<file path="config.mk">
export PLATFORM = sky130hd
export DESIGN_NAME = simon_sequence_player
export DESIGN_NICKNAME = d
export VERILOG_FILES = /design/src/rtl/simon_sequence_player.sv
export SDC_FILE = /design/constraint.sdc
export NUM_CORES = 1
export LEC_CHECK = 0
export ABC_AREA = 1
export CORE_MARGIN = 4
export CORE_UTILIZATION = 60
export CTS_CLUSTER_DIAMETER = 150
export CTS_CLUSTER_SIZE = 28
export DETAILED_ROUTE_END_ITERATION = 6
export PLACE_DENSITY = 0.8
export SETUP_SLACK_MARGIN = 0.4
export SKIP_CTS_REPAIR_TIMING = 1
export SLEW_MARGIN = 20
export SYNTH_ARGS = -nofsm -noshare
export SYNTH_HDL_FRONTEND = slang
export SYNTH_SLANG_ARGS = --single-unit
</file>
<file path="constraint.sdc">
create_clock -name clk -period 2.5 [get_ports clk]
set_clock_uncertainty 0.05 [all_clocks]
set_input_delay 0.375 -clock clk [delete_from_list [all_inputs] [get_ports clk]]
set_output_delay 0.375 -clock clk [all_outputs]
set_load 0.05 [all_outputs]
</file>
<file path="src/rtl/simon_sequence_player.sv">
// Simon Says sequence generator and player: appends LFSR-drawn symbols (0-5) to a small
// memory and replays the stored sequence as timed on/blank intervals for the 7-segment decoder.
module simon_sequence_player #(
    parameter int unsigned MAX_LEN    = 16,
    parameter int unsigned ON_CYCLES  = 25_000_000,
    parameter int unsigned OFF_CYCLES = 12_500_000,
    parameter logic [15:0] LFSR_SEED  = 16'hACE1
) (
    input  logic                      clk,
    input  logic                      reset_n,
    input  logic                      start,
    input  logic                      extend,
    input  logic                      play,
    output logic [7:0]                hex_input,
    output logic                      sym_valid,
    output logic                      busy,
    output logic                      done,
    output logic [$clog2(MAX_LEN):0]  len,
    output logic                      full,
    input  logic [$clog2(MAX_LEN)-1:0] rd_addr,
    output logic [2:0]                rd_data
);
    localparam int unsigned AW   = $clog2(MAX_LEN);
    localparam int unsigned LW   = AW + 1;
    localparam int unsigned TMAX = (ON_CYCLES > OFF_CYCLES) ? ON_CYCLES : OFF_CYCLES;
    localparam int unsigned TW   = $clog2(TMAX + 1);

    typedef enum logic [2:0] {StIdle, StGen, StShowOn, StShowOff, StDone} state_e;

    state_e          state_q, state_d;
    logic [TW-1:0]   timer_q, timer_d;
    logic [AW-1:0]   idx_q, idx_d;
    logic [LW-1:0]   len_q, len_d;
    logic [15:0]     lfsr_q, lfsr_d;
    logic [2:0]      rd_data_q;
    logic            mem_we;
    logic [2:0]      mem [MAX_LEN];

    // Galois LFSR, x^16+x^14+x^13+x^11; never reaches zero from a nonzero seed.
    assign lfsr_d = lfsr_q[0] ? ({1'b0, lfsr_q[15:1]} ^ 16'hB400) : {1'b0, lfsr_q[15:1]};

    always_ff @(posedge clk) begin
        if (!reset_n) begin
            state_q   <= StIdle;
            timer_q   <= '0;
            idx_q     <= '0;
            len_q     <= '0;
            lfsr_q    <= LFSR_SEED;
            rd_data_q <= '0;
        end else begin
            state_q   <= state_d;
            timer_q   <= timer_d;
            idx_q     <= idx_d;
            len_q     <= len_d;
            lfsr_q    <= lfsr_d;
            rd_data_q <= mem[rd_addr];
        end
    end

    always_ff @(posedge clk) begin
        if (reset_n && mem_we) begin
            mem[len_q[AW-1:0]] <= lfsr_q[2:0];
        end
    end

    always_comb begin
        state_d = state_q;
        timer_d = timer_q;
        idx_d   = idx_q;
        len_d   = len_q;
        mem_we  = 1'b0;
        unique case (state_q)
            StIdle: begin
                if (start) begin
                    len_d   = '0;
                    state_d = StGen;
                end else if (extend) begin
                    if (len_q != LW'(MAX_LEN)) begin
                        state_d = StGen;
                    end else begin
                        idx_d   = '0;
                        timer_d = '0;
                        state_d = StShowOn;
                    end
                end else if (play) begin
                    if (len_q != '0) begin
                        idx_d   = '0;
                        timer_d = '0;
                        state_d = StShowOn;
                    end else begin
                        state_d = StDone;
                    end
                end
            end
            StGen: begin
                // Rejection sampling: draws of 6 or 7 are discarded and the next cycle retries.
                if (lfsr_q[2:0] < 3'd6) begin
                    mem_we  = 1'b1;
                    len_d   = len_q + 1'b1;
                    idx_d   = '0;
                    timer_d = '0;
                    state_d = StShowOn;
                end
            end
            StShowOn: begin
                if (timer_q == TW'(ON_CYCLES - 1)) begin
                    timer_d = '0;
                    state_d = StShowOff;
                end else begin
                    timer_d = timer_q + 1'b1;
                end
            end
            StShowOff: begin
                if (timer_q == TW'(OFF_CYCLES - 1)) begin
                    timer_d = '0;
                    if ({1'b0, idx_q} == len_q - LW'(1)) begin
                        state_d = StDone;
                    end else begin
                        idx_d   = idx_q + 1'b1;
                        state_d = StShowOn;
                    end
                end else begin
                    timer_d = timer_q + 1'b1;
                end
            end
            StDone:  state_d = StIdle;
            default: state_d = StIdle;
        endcase
    end

    always_comb begin
        hex_input = 8'hFF;
        sym_valid = 1'b0;
        if (state_q == StShowOn) begin
            hex_input = {5'b0, mem[idx_q]};
            sym_valid = 1'b1;
        end
    end

    assign busy    = (state_q != StIdle);
    assign done    = (state_q == StDone);
    assign len     = len_q;
    assign full    = (len_q == LW'(MAX_LEN));
    assign rd_data = rd_data_q;

endmodule

</file>
Word level (Yosys, flattened, before mapping) --
Memories as Yosys holds them, arrays and structs flattened. A register that Yosys moved wholly into a read port is not among the register bits. Index checks and enable logic that the tools add are counted.
Storage, ports and cells: register bits 53, RAM bits 48, input port bits 9, logic and storage cells 83, memories 1
Memory list:
- mem | depth 16, width 3, read ports 2, clocked after memory_dff 2, write ports 1, line 37 | logic [2:0] mem [MAX_LEN];
Cells by class: add/subtract/negate cells 4, order comparisons 1, equality and inequality tests 19, muxes and demuxes 40, bitwise logic cells 1, reductions and logical operators 12
Operators by type and width (number):
- 25-bit 2-to-1 mux | 8
- 25-bit case mux with 4 select lines | 1
- 4-bit 2-to-1 mux | 10
- 25-bit by 1-bit adder with 25-bit output (second input constant) | 1
- 25-bit by 24-bit == test with 1-bit output (second input constant) | 1
- 25-bit == test (second input constant) | 1
- 3-bit 2-to-1 mux | 8
- 16-bit 2-to-1 mux | 1
- 2-bit != test (second input constant) | 6
- 3-bit case mux with 4 select lines | 1
- 4-bit case mux with 3 select lines | 1
- 5-bit 2-to-1 mux | 2
- 5-bit case mux with 2 select lines | 1
- 3-bit != test (second input constant) | 3
- 8-bit 2-to-1 mux | 1
- 8-bit AND reduction | 1
- 3-bit by 2-bit == test with 1-bit output (second input constant) | 2
- 6-bit AND reduction | 1
- 3-bit nonzero test | 2
- 5-bit by 1-bit adder with 5-bit output (second input constant) | 1
- 4-bit by 5-bit == test with 1-bit output | 1
- 5-bit == test (second input constant) | 1
- 1-bit 2-to-1 mux | 5
- 5-bit != test (second input constant) | 1
- other kinds (16) | 16

Longest topological paths before layout --
depth after elaboration 8, gate-level depth with buffers 13, mapped depth without buffers 13

Worst setup path after synthesis --
No wires, ideal clock.
path type reg2out, start point register state_q[0], end point output hex_input[1], arrival 2.183 ns, data required time 2.075 ns, path slack -0.108 ns, stages on the path, launching flop included 5, path buffers 0, path through dfxtp_1 inv_1 nand3_1 inv_1 nand3_1
On the way: word-level cells in the longest chain between the ends 2
Ends and longest elaborated chain:
- start, declared | line 30 | state_e state_q, state_d;
- start signal, assigned | line 44 | state_q <= StIdle;
- start signal, assigned | line 51 | state_q <= state_d;
- 3-bit by 2-bit == test with 1-bit output | line 134 | if (state_q == StShowOn) begin
- 8-bit 2-to-1 mux | line 134
- end, declared | line 14 | output logic [7:0] hex_input,
Every way passes these cells.

==> impl_metrics.env <==
export IMPL_outcome="finished, final reports clean"
export IMPL_critPathCaptureType="primary output"
export IMPL_synth_edf_count=48
export IMPL_synth_xor_area_share_pct=0.9103
export IMPL_die_area_sq_um=11260
export IMPL_cp_data_arrival_time_ns=1.78
export IMPL_pin_count=29
export IMPL_design_area_sq_um=6561
export IMPL_slew_headroom_pct=49.65
export IMPL_min_period_ns=2.208
export IMPL_hold_ws_ns=0.3720
export IMPL_clkTransAtPathRegs_ns=0.10
export IMPL_ctsHtreeMaxLevel=3
export IMPL_leakage_nw=2.673
export IMPL_core_rowCount=35
export IMPL_grt_start_max_net_pins=47
export IMPL_clockBufferDepth=2
export IMPL_clk_latency_ns=0.36
export IMPL_setup_viol=0
export IMPL_synth_seq_cells=108
export IMPL_syn_area_sq_um=5773
export IMPL_firstDrtPassIters=5
export IMPL_cts_buffers=9
export IMPL_rsz0062_at_grt="true"
export IMPL_synth_compound_area_share_pct=12.79
export IMPL_pwr_share_seq_pct=36.7
export IMPL_start_util_pct=62.18
export IMPL_yosys_area_top_type_share_pct=24.97
export IMPL_synthAdderAreaFrac_pct=1.517
export IMPL_p_sw_w=0.002374
export IMPL_final_cell_mix="nand2_1, nor2_1, inv_1, dfxtp_1, nand3_1"
export IMPL_synth_nets=777
export IMPL_ys_seq_area_share_pct=45.77
export IMPL_grt_pass1_wl_mm=22.58
export IMPL_layout_commonest_cell="nand2_1"
export IMPL_p_total_w=0.005828
export IMPL_maxSlewViolCount=0
export IMPL_synth_top_family_by_area="simple AND/OR/NAND/NOR gates"
export IMPL_wirelength_mm=13.96
export IMPL_n_antenna_cell=0
export IMPL_swShare_pct=40.73
export IMPL_async_flop_share_pct=0
export IMPL_drive_gt1_share_pct=10.93
export IMPL_wire_per_inst_um=15.24
export IMPL_coreArea_sq_um=9284
export IMPL_drtIter0Drc=493
export IMPL_grt_pass1_vias=4877
export IMPL_drc=0
export IMPL_path_class="flop to primary output"
export IMPL_hold_violations=0
export IMPL_drv_cap=0
export IMPL_rrSetupSlack_ns=0.47
export IMPL_ys_flop_type="dfxtp_1"
export IMPL_netlist_instances=761
export IMPL_areaGrowthSynthToFinish_pct=13.65
export IMPL_synthTopCellsByArea="edfxtp_1, dfxtp_1, nand2_1, nor2_1, inv_1"
export IMPL_die_y_um=106.1
export IMPL_cts_root_buf="clkbuf_8"
export IMPL_ir_drop_mv=0.7814
export IMPL_fillers=761
export IMPL_portBuffers=28
export IMPL_fin_crit_sh_pct=88.31
export IMPL_grt_antenna_before_repair=0
export IMPL_hp_class="flop to flop"
export IMPL_powerDensity_nw_per_um2=888.3
export IMPL_die_w_um=106.1
export IMPL_cp_start_kind="flop"
export IMPL_yosysUniqueCellTypes=44
export IMPL_nets=798
export IMPL_ys_warn_count=0
export IMPL_synth_area_mux_share_pct=0
export IMPL_tightest_slew_ns=0.7542
export IMPL_placed_cells=897
export IMPL_cp_required_ns=2.08
export IMPL_grt_overflow=0
export IMPL_placed_area_sq_um=6165
export IMPL_grt_usage_pct=24.75
export IMPL_cp_max_fo=23
export IMPL_dp_hpwl_mm=9.729
export IMPL_num_vias=5209
export IMPL_yosysTopAreaCell="edfxtp_1"
export IMPL_ant_nets=0
export IMPL_cts_tree="built"
export IMPL_fin_setup_tns_ns=0
export IMPL_power_internal_w=0.003454
export IMPL_pwr_share_clk_pct=21.5
export IMPL_p_comb_share_pct=41.8
export IMPL_syn_area_per_cell_sq_um=7.586
export IMPL_globalplace_congestion=0.9182
export IMPL_synthSimpleGateAreaFrac_pct=29.45
export IMPL_max_freq_ghz=0.4529
export IMPL_clkSinkCount=108
export IMPL_fin_cells=916
export IMPL_vias_per_cell=5.687
[path summary, 6_finish.rpt]
kind,startpoint,depth (start not counted),endpoint
max,flop,6,hex_input[0]
min reg2reg,lfsr_q[15],2,lfsr_q[14]
max reg2reg,timer_q[0],10,timer_q[20]
min,lfsr_q[15],2,lfsr_q[14]
[power by group through the flow]
stage | Clock, W | Sequential [W] | Combinational [W]
3_5_place_dp | 0 | 0.00215 | 0.00222
6_report | 0.00125 | 0.00214 | 0.00244
3_3_place_gp | 0 | 0.00215 | 0.00217
5_1_grt | 0.00136 | 0.00216 | 0.00263
4_1_cts | 0.00127 | 0.00211 | 0.00223
2_1_floorplan | 0 | 0.00216 | 0.00171
[stage by stage]
| stage | utilization [%] | setup slack, ns |
|---|---|---|
| 6_report | 70.67 | 0.2922 |
| 5_1_grt | 70.67 | 0.2412 |
| 4_1_cts | 68.96 | 0.07788 |
| 3_5_place_dp | 66.40 | 0.2147 |
| 3_3_place_gp | 66.40 | 0.2849 |
| 2_1_floorplan | - | 0.4184 |
[sequential cells by signal, summed over array words and instances (netlist names), named ones only]
signal	count
mem	48
timer_q	25
lfsr_q	16
len	5
idx_q	4
rd_data	3
state_q	3
[Yosys cell counts (2+ instances only)]
library cell  number
nor2_1           105
buf_2              3
ha_1               7
inv_2              3
nand2_2            4
nand2_4            2
buf_4              5
a21oi_1           53
clkbuf_1          16
o21ai_0           51
nor2_2             4
inv_1             95
dfxtp_1           60
o211ai_1          13
nand3_2            2
o221ai_1           5
or2_2              6
edfxtp_1          48
nand2_1          156
nor3_1            18
nand3_1           60
nor3_2             4
nand4_1           14
buf_6              2
o21bai_1           2
xor2_1             5
[critical path: stages, from the launching register on]
cell and delay [ns]:
dfxtp_4 0.38, clkbuf_16 0.19, o21ai_0 0.22, nand2_1 0.08
o221ai_1 0.22, nand3_2 0.14, buf_12 0.17
[kinds of logic (layout without fill, tap and decap cells)]
| family | after synthesis | in the layout |
|---|---|---|
| simple gates | 380 | 380 |
| compound gates | 131 | 131 |
| buf+inv | 129 | 155 |
| flops | 108 | 108 |
| fa+ha+maj | 7 | 7 |
| xor+xnor | 6 | 6 |
[cell type report]
cell class                 count  area [sq um]  area share (%)
multi-input combinational    524          2676           40.79
sequential                   108          2651           40.41
timing repair buffer          39         450.4           6.865
inverter                     100         384.1           5.854
tap                          129         161.4           2.460
clock buffer                  10         127.6           1.945
clock inverter                 6         110.1           1.678
[per-layer routing]
layer	vias to the layer above	GRT usage, %	routed length, um	part of all wire, %
met3	19	5.100	1087	7.8
met4	0	7.123	202	1.4
li1	2549	-	-	-
met2	234	41.85	6694	48
met5	-	0	0	0
met1	2407	32.19	5975	43
(Power assumes the default switching activity.)
==> edit 1 (same flow settings) <==
The parameter `OFF_CYCLES` goes from 12_500_000 to 25_000_000.
--- a/src/rtl/simon_sequence_player.sv
+++ b/src/rtl/simon_sequence_player.sv
@@ -5,3 +5,3 @@
     parameter int unsigned ON_CYCLES  = 25_000_000,
-    parameter int unsigned OFF_CYCLES = 12_500_000,
+    parameter int unsigned OFF_CYCLES = 25_000_000,
     parameter logic [15:0] LFSR_SEED  = 16'hACE1
Function: no difference found for any inputs over 10 cycles, from zero or initial values and one cycle with reset_n low; that may be too few to reach the edited logic, so the function may still have changed.
==> edit 1 against the unedited design <==
  * The run now ends with design-rule violations left
  * Synthesized area fell by 1.1%
  * Wire length is 7.2% higher
  * Sequential cell count unchanged
  * Via count up 1.8%
  * Power down 6.4%
  * Design area up 0.92%
  * Critical endpoint unchanged
  * Worst setup slack got worse by 0.048 ns
  * Synthesized cell count shrank 2.8%
==> edit 1: results (changes against the unedited design) <==
| Metric | Value |
|---|---|
| Status | `finished with violations` |
| Failing checks | `design-rule violations` |
| Total GRT Usage | `26.0% (+1.3 points)` |
| M1 wire length | `6260 um (+4.8%)` |
| Setup WS pre-CTS | `0.261 ns (+0.0467 ns)` |
| Sequential cell area | `2650 um2 (about the same)` |
| DRC Markers | `16 (+16)` |
| Nets@finish | `787 (-1.4%)` |
| Clock Pin Slew Worst Setup and Hold Paths | `0.12 ns (+0.02 ns)` |
| Synth cell count leaders | `148 x nand2_1, 89 x inv_1, 77 x a21oi_1` |
| Share of layout cells above drive strength 1 | `15.5% (+4.5 points)` |
| Xor-xnor portion of the synthesized cell area | `1.53% (+0.62 points)` |
| Register area share after synthesis | `46.3% (+0.51 points)` |
| Critical Path Max Stage Delay | `0.41 ns (+0.03 ns)` |
| Arr. time, crit path | `1.83 ns (+0.05 ns)` |
| Area after DPL | `6160 um2 (about the same)` |
| Number of fill cells | `694 (-8.8%)` |
| First-pass GRT wire length | `23400 um (+3.5%)` |
| Drt pass-1 iters | `7 (+2)` |
| Multi-input gates | `507 (-3.2%)` |
| Area Overhead vs Synth | `16.0%` |
| Non-clk invs | `95 (-5.0%)` |
| Top post-synthesis cells by area | `edfxtp_1 25%, dfxtp_1 21%, nand2_1 9.7%` |
| Synth Net Count | `756 (-2.7%)` |
| Initial DRC Count | `513 (+4.1%)` |
| Largest net degree at the start of global routing | `49 (+4.3%)` |
| Post-detail-place hpwl | `10100 um (+3.8%)` |
| Routability cong. | `0.922 (+0.40%)` |
| Synth Area in Adders | `1.53% (+0.017 points)` |
| Worst IR Drop VDD | `0.761 mV (-2.6%)` |
| Vias in the first global route | `4825 (-1.1%)` |
==> edit 1: path summary, 6_finish.rpt <==
kind / slack (ns) / start / depth (start not counted) / to
hold reg to reg: 0.38 / lfsr_q[9]$_SDFF_PN0_ / 2 / lfsr_q[8]$_SDFF_PN0_
setup reg to reg: 0.52 / timer_q[0]$_SDFFE_PN0P_ / 10 / idx_q[2]$_SDFFE_PN0P_
setup / recovery: 0.24 / flop / 6 / hex_input[0]
hold / removal: 0.38 / lfsr_q[9]$_SDFF_PN0_ / 2 / lfsr_q[8]$_SDFF_PN0_
==> edit 1: power groups by stage <==
stage                     combinational (mW)  clock (mW)  sequential [mW]
after detailed placement                1.98           0             2.07
final                                   2.30        1.08             2.07
after CTS                               1.99        1.07             2.03
after global routing                    2.49        1.16             2.08
after floorplan                         1.46           0             2.09
after global placement                  1.92           0             2.06
==> edit 2 (same flow settings) <==
Without the edit above. The 5 states of `state_e` get a one-hot encoding in 5 bits.
--- a/src/rtl/simon_sequence_player.sv
+++ b/src/rtl/simon_sequence_player.sv
@@ -27,3 +27,3 @@
 
-    typedef enum logic [2:0] {StIdle, StGen, StShowOn, StShowOff, StDone} state_e;
+    typedef enum logic [4:0] {StIdle = 5'b00001, StGen = 5'b00010, StShowOn = 5'b00100, StShowOff = 5'b01000, StDone = 5'b10000} state_e;
 
Behaviour: no difference found for any inputs over 10 cycles, from zero or initial values and one cycle with reset_n low; not proved beyond that.
==> edit 2 against the unedited design <==
  * Worst setup slack got worse by 0.082 ns
  * Critical path depth is 1 higher
  * Register-to-register slack better by 0.05 ns
  * Non-clock buffer count rose by 15
  * Synthesized area is 4.9% higher
  * Wire length grew 15%
  * Sequential cell count grew 2
  * Synthesized cell count rose by 5.4%
  * Core utilization rose by 0.78 points
  * Power decreased by 10%
  * Global-route usage rose by 2.3 points
  * First-iteration DRC count fell by 1.8%
  * Design area rose by 6.9%
  * Clock power down 6%
  * Critical endpoint unchanged
  * Largest cell class unchanged
  * Largest power group is now registers
==> edit 2: results (changes against the unedited design) <==
| Metric | Value |
|---|---|
| Status | `completed` |
| Largest net degree at the start of global routing | `34 (-28%)` |
| Critical Path Max Stage Delay | `0.48 ns (+0.10 ns)` |
| Synth cell count leaders | `175 x nand2_1, 94 x inv_1, 93 x nor2_1` |
| Non-filler cells in the finished layout | `977 (+6.7%)` |
| EDFF count, synth | `48 (unchanged)` |
| DRC Markers | `0 (unchanged)` |
| Met2 Use GR | `45.2% (+3.4 points)` |
| Arr. time, crit path | `1.86 ns (+0.08 ns)` |
| CTS max path bufs | `2 (unchanged)` |
| Start point of the worst min-delay path | `lfsr_q[9]$_SDFF_PN0_` |
| Flop2flop setup slack | `0.52 ns (+0.05 ns)` |
| Top post-synthesis cells by area | `edfxtp_1 24%, dfxtp_1 20%, nand2_1 11%` |
| ANT cells | `0 (unchanged)` |
| Register area share after synthesis | `44.3% (-1.5 points)` |
| Htree depth | `3 (unchanged)` |
| Met3 Track Usage GR | `3.40% (-1.7 points)` |
| Synth Net Count | `817 (+5.1%)` |
| Hold EP | `lfsr_q[8]$_SDFF_PN0_` |
| Vias in the first global route | `5095 (+4.5%)` |
| Hold slack final | `0.373 ns (+0.000951 ns)` |
| Initial antenna violation count | `0 (unchanged)` |
| Most frequent cell after synthesis | `nand2_1` |
| Leak Pwr | `2.88 nW (+7.6%)` |
| Post-detail-place hpwl | `11200 um (+15%)` |
| Top delay family on crit path | `compound AO/OA/AOI/OAI gates` |
| Max reg flops | `48 (unchanged)` |
| Area after DPL | `6490 um2 (+5.4%)` |
| Routability cong. | `0.931 (+1.3%)` |
| Placed insts | `944 (+5.2%)` |
| Min-Delay Path Class | `reg -> reg` |
| Yosys warns | `0 (unchanged)` |
| Worst r2r src | `len[0]$_SDFFE_PN0P_` |
| Share of layout cells above drive strength 1 | `14.3% (+3.4 points)` |
| CP max stage cell | `dfxtp_4` |
| Worst IR Drop VDD | `0.398 mV (-49%)` |
| First-pass GRT wire length | `24700 um (+9.5%)` |
| CTS buffer count | `9 (unchanged)` |
| Count of different cell masters after synthesis | `41 (-6.8%)` |
| Initial DRC Count | `484 (-1.8%)` |
| Clk_lat worst skew | `0.38 ns (+0.02 ns)` |
| Total GRT Usage | `27.1% (+2.3 points)` |
| CP max FO | `7 (-70%)` |
| Synthesized area per cell | `7.55 um2 (-0.44%)` |
| DR vias/cell | `5.83 (+2.5%)` |
| Setup WS pre-CTS | `0.310 ns (+0.0957 ns)` |
| Drt wl/cell | `16.4 um (+7.7%)` |
| Sw Ratio | `38.8% (-1.9 points)` |
| Hold path depth | `2 (unchanged)` |
| Area Overhead vs Synth | `15.8%` |
| Nets@finish | `854 (+7.0%)` |
| Clock Pin Slew Worst Setup and Hold Paths | `0.10 ns (about the same)` |
| Actual slew at the worst max-slew pin | `0.671 ns (-0.0834 ns)` |
| Ys async rst share | `0% (unchanged)` |
| Met1 GRT Util | `34.5% (+2.4 points)` |
| Worst r2r path cells | `12 (+2)` |
edit 2: cell types whose count changed in the layout (fill, tap and decap cells not counted), sizes merged, moves of 4 or more:
cell and delta:
nand2 +26, nand3 +19, nor3 -14, buf +13, nor2 -6, o211ai +6, o221ai -5, clkbuf +4
inv +4
edit 2: area by class of cell:
type | count | area [um2]
clock buffers | 12 | 199
clock inverters | 4 | 27.5
fillers | 779 | 2800
inverters | 103 | 394
multi-input cells | 560 | 2910
flip-flops and latches | 110 | 2700
well taps | 133 | 166
repair buffers | 54 | 611
repair inverters | 1 | 7.51
edit 2: power by group through the flow:
| stage | Combinational [mW] | Clock (mW) | Sequential (mW) |
|---|---|---|---|
| after global placement | 1.67 | 0 | 2.12 |
| after global routing | 2.12 | 1.27 | 2.12 |
| after floorplan | 1.36 | 0 | 2.09 |
| after CTS | 1.73 | 1.19 | 2.08 |
| after detailed placement | 1.71 | 0 | 2.12 |
| final | 1.96 | 1.17 | 2.10 |
edit 2: routing by layer:
metal  vias up  wire length, um
li1       2725                -
met1      2606             6330
met2       307             7860
met3        56             1240
met4         0              612
met5         -                0
edit 2: worst max-delay path by stage:
| stage | end | startpoint |
|---|---|---|
| CTS | full | len[0]$_SDFFE_PN0P_ |
| floorplan | hex_input[0] | state_q[0]$_SDFFE_PN1P_ |
| detailed placement | mem[0][2]$_DFFE_PP_ | reset_n |
| global route | hex_input[0] | flop |
| finish | hex_input[0] | flop |
| global placement | mem[12][1]$_DFFE_PP_ | reset_n |
edit 2: cells by family after synthesis:
family / share of synthesized area (%)
AOI/OAI and AO/OA: 12.8
xor gates and xnor gates: 1.16
adders and majority gates: 1.24
buffers and inverters: 8.99
DFF: 44.3
and+or+nand+nor: 31.5
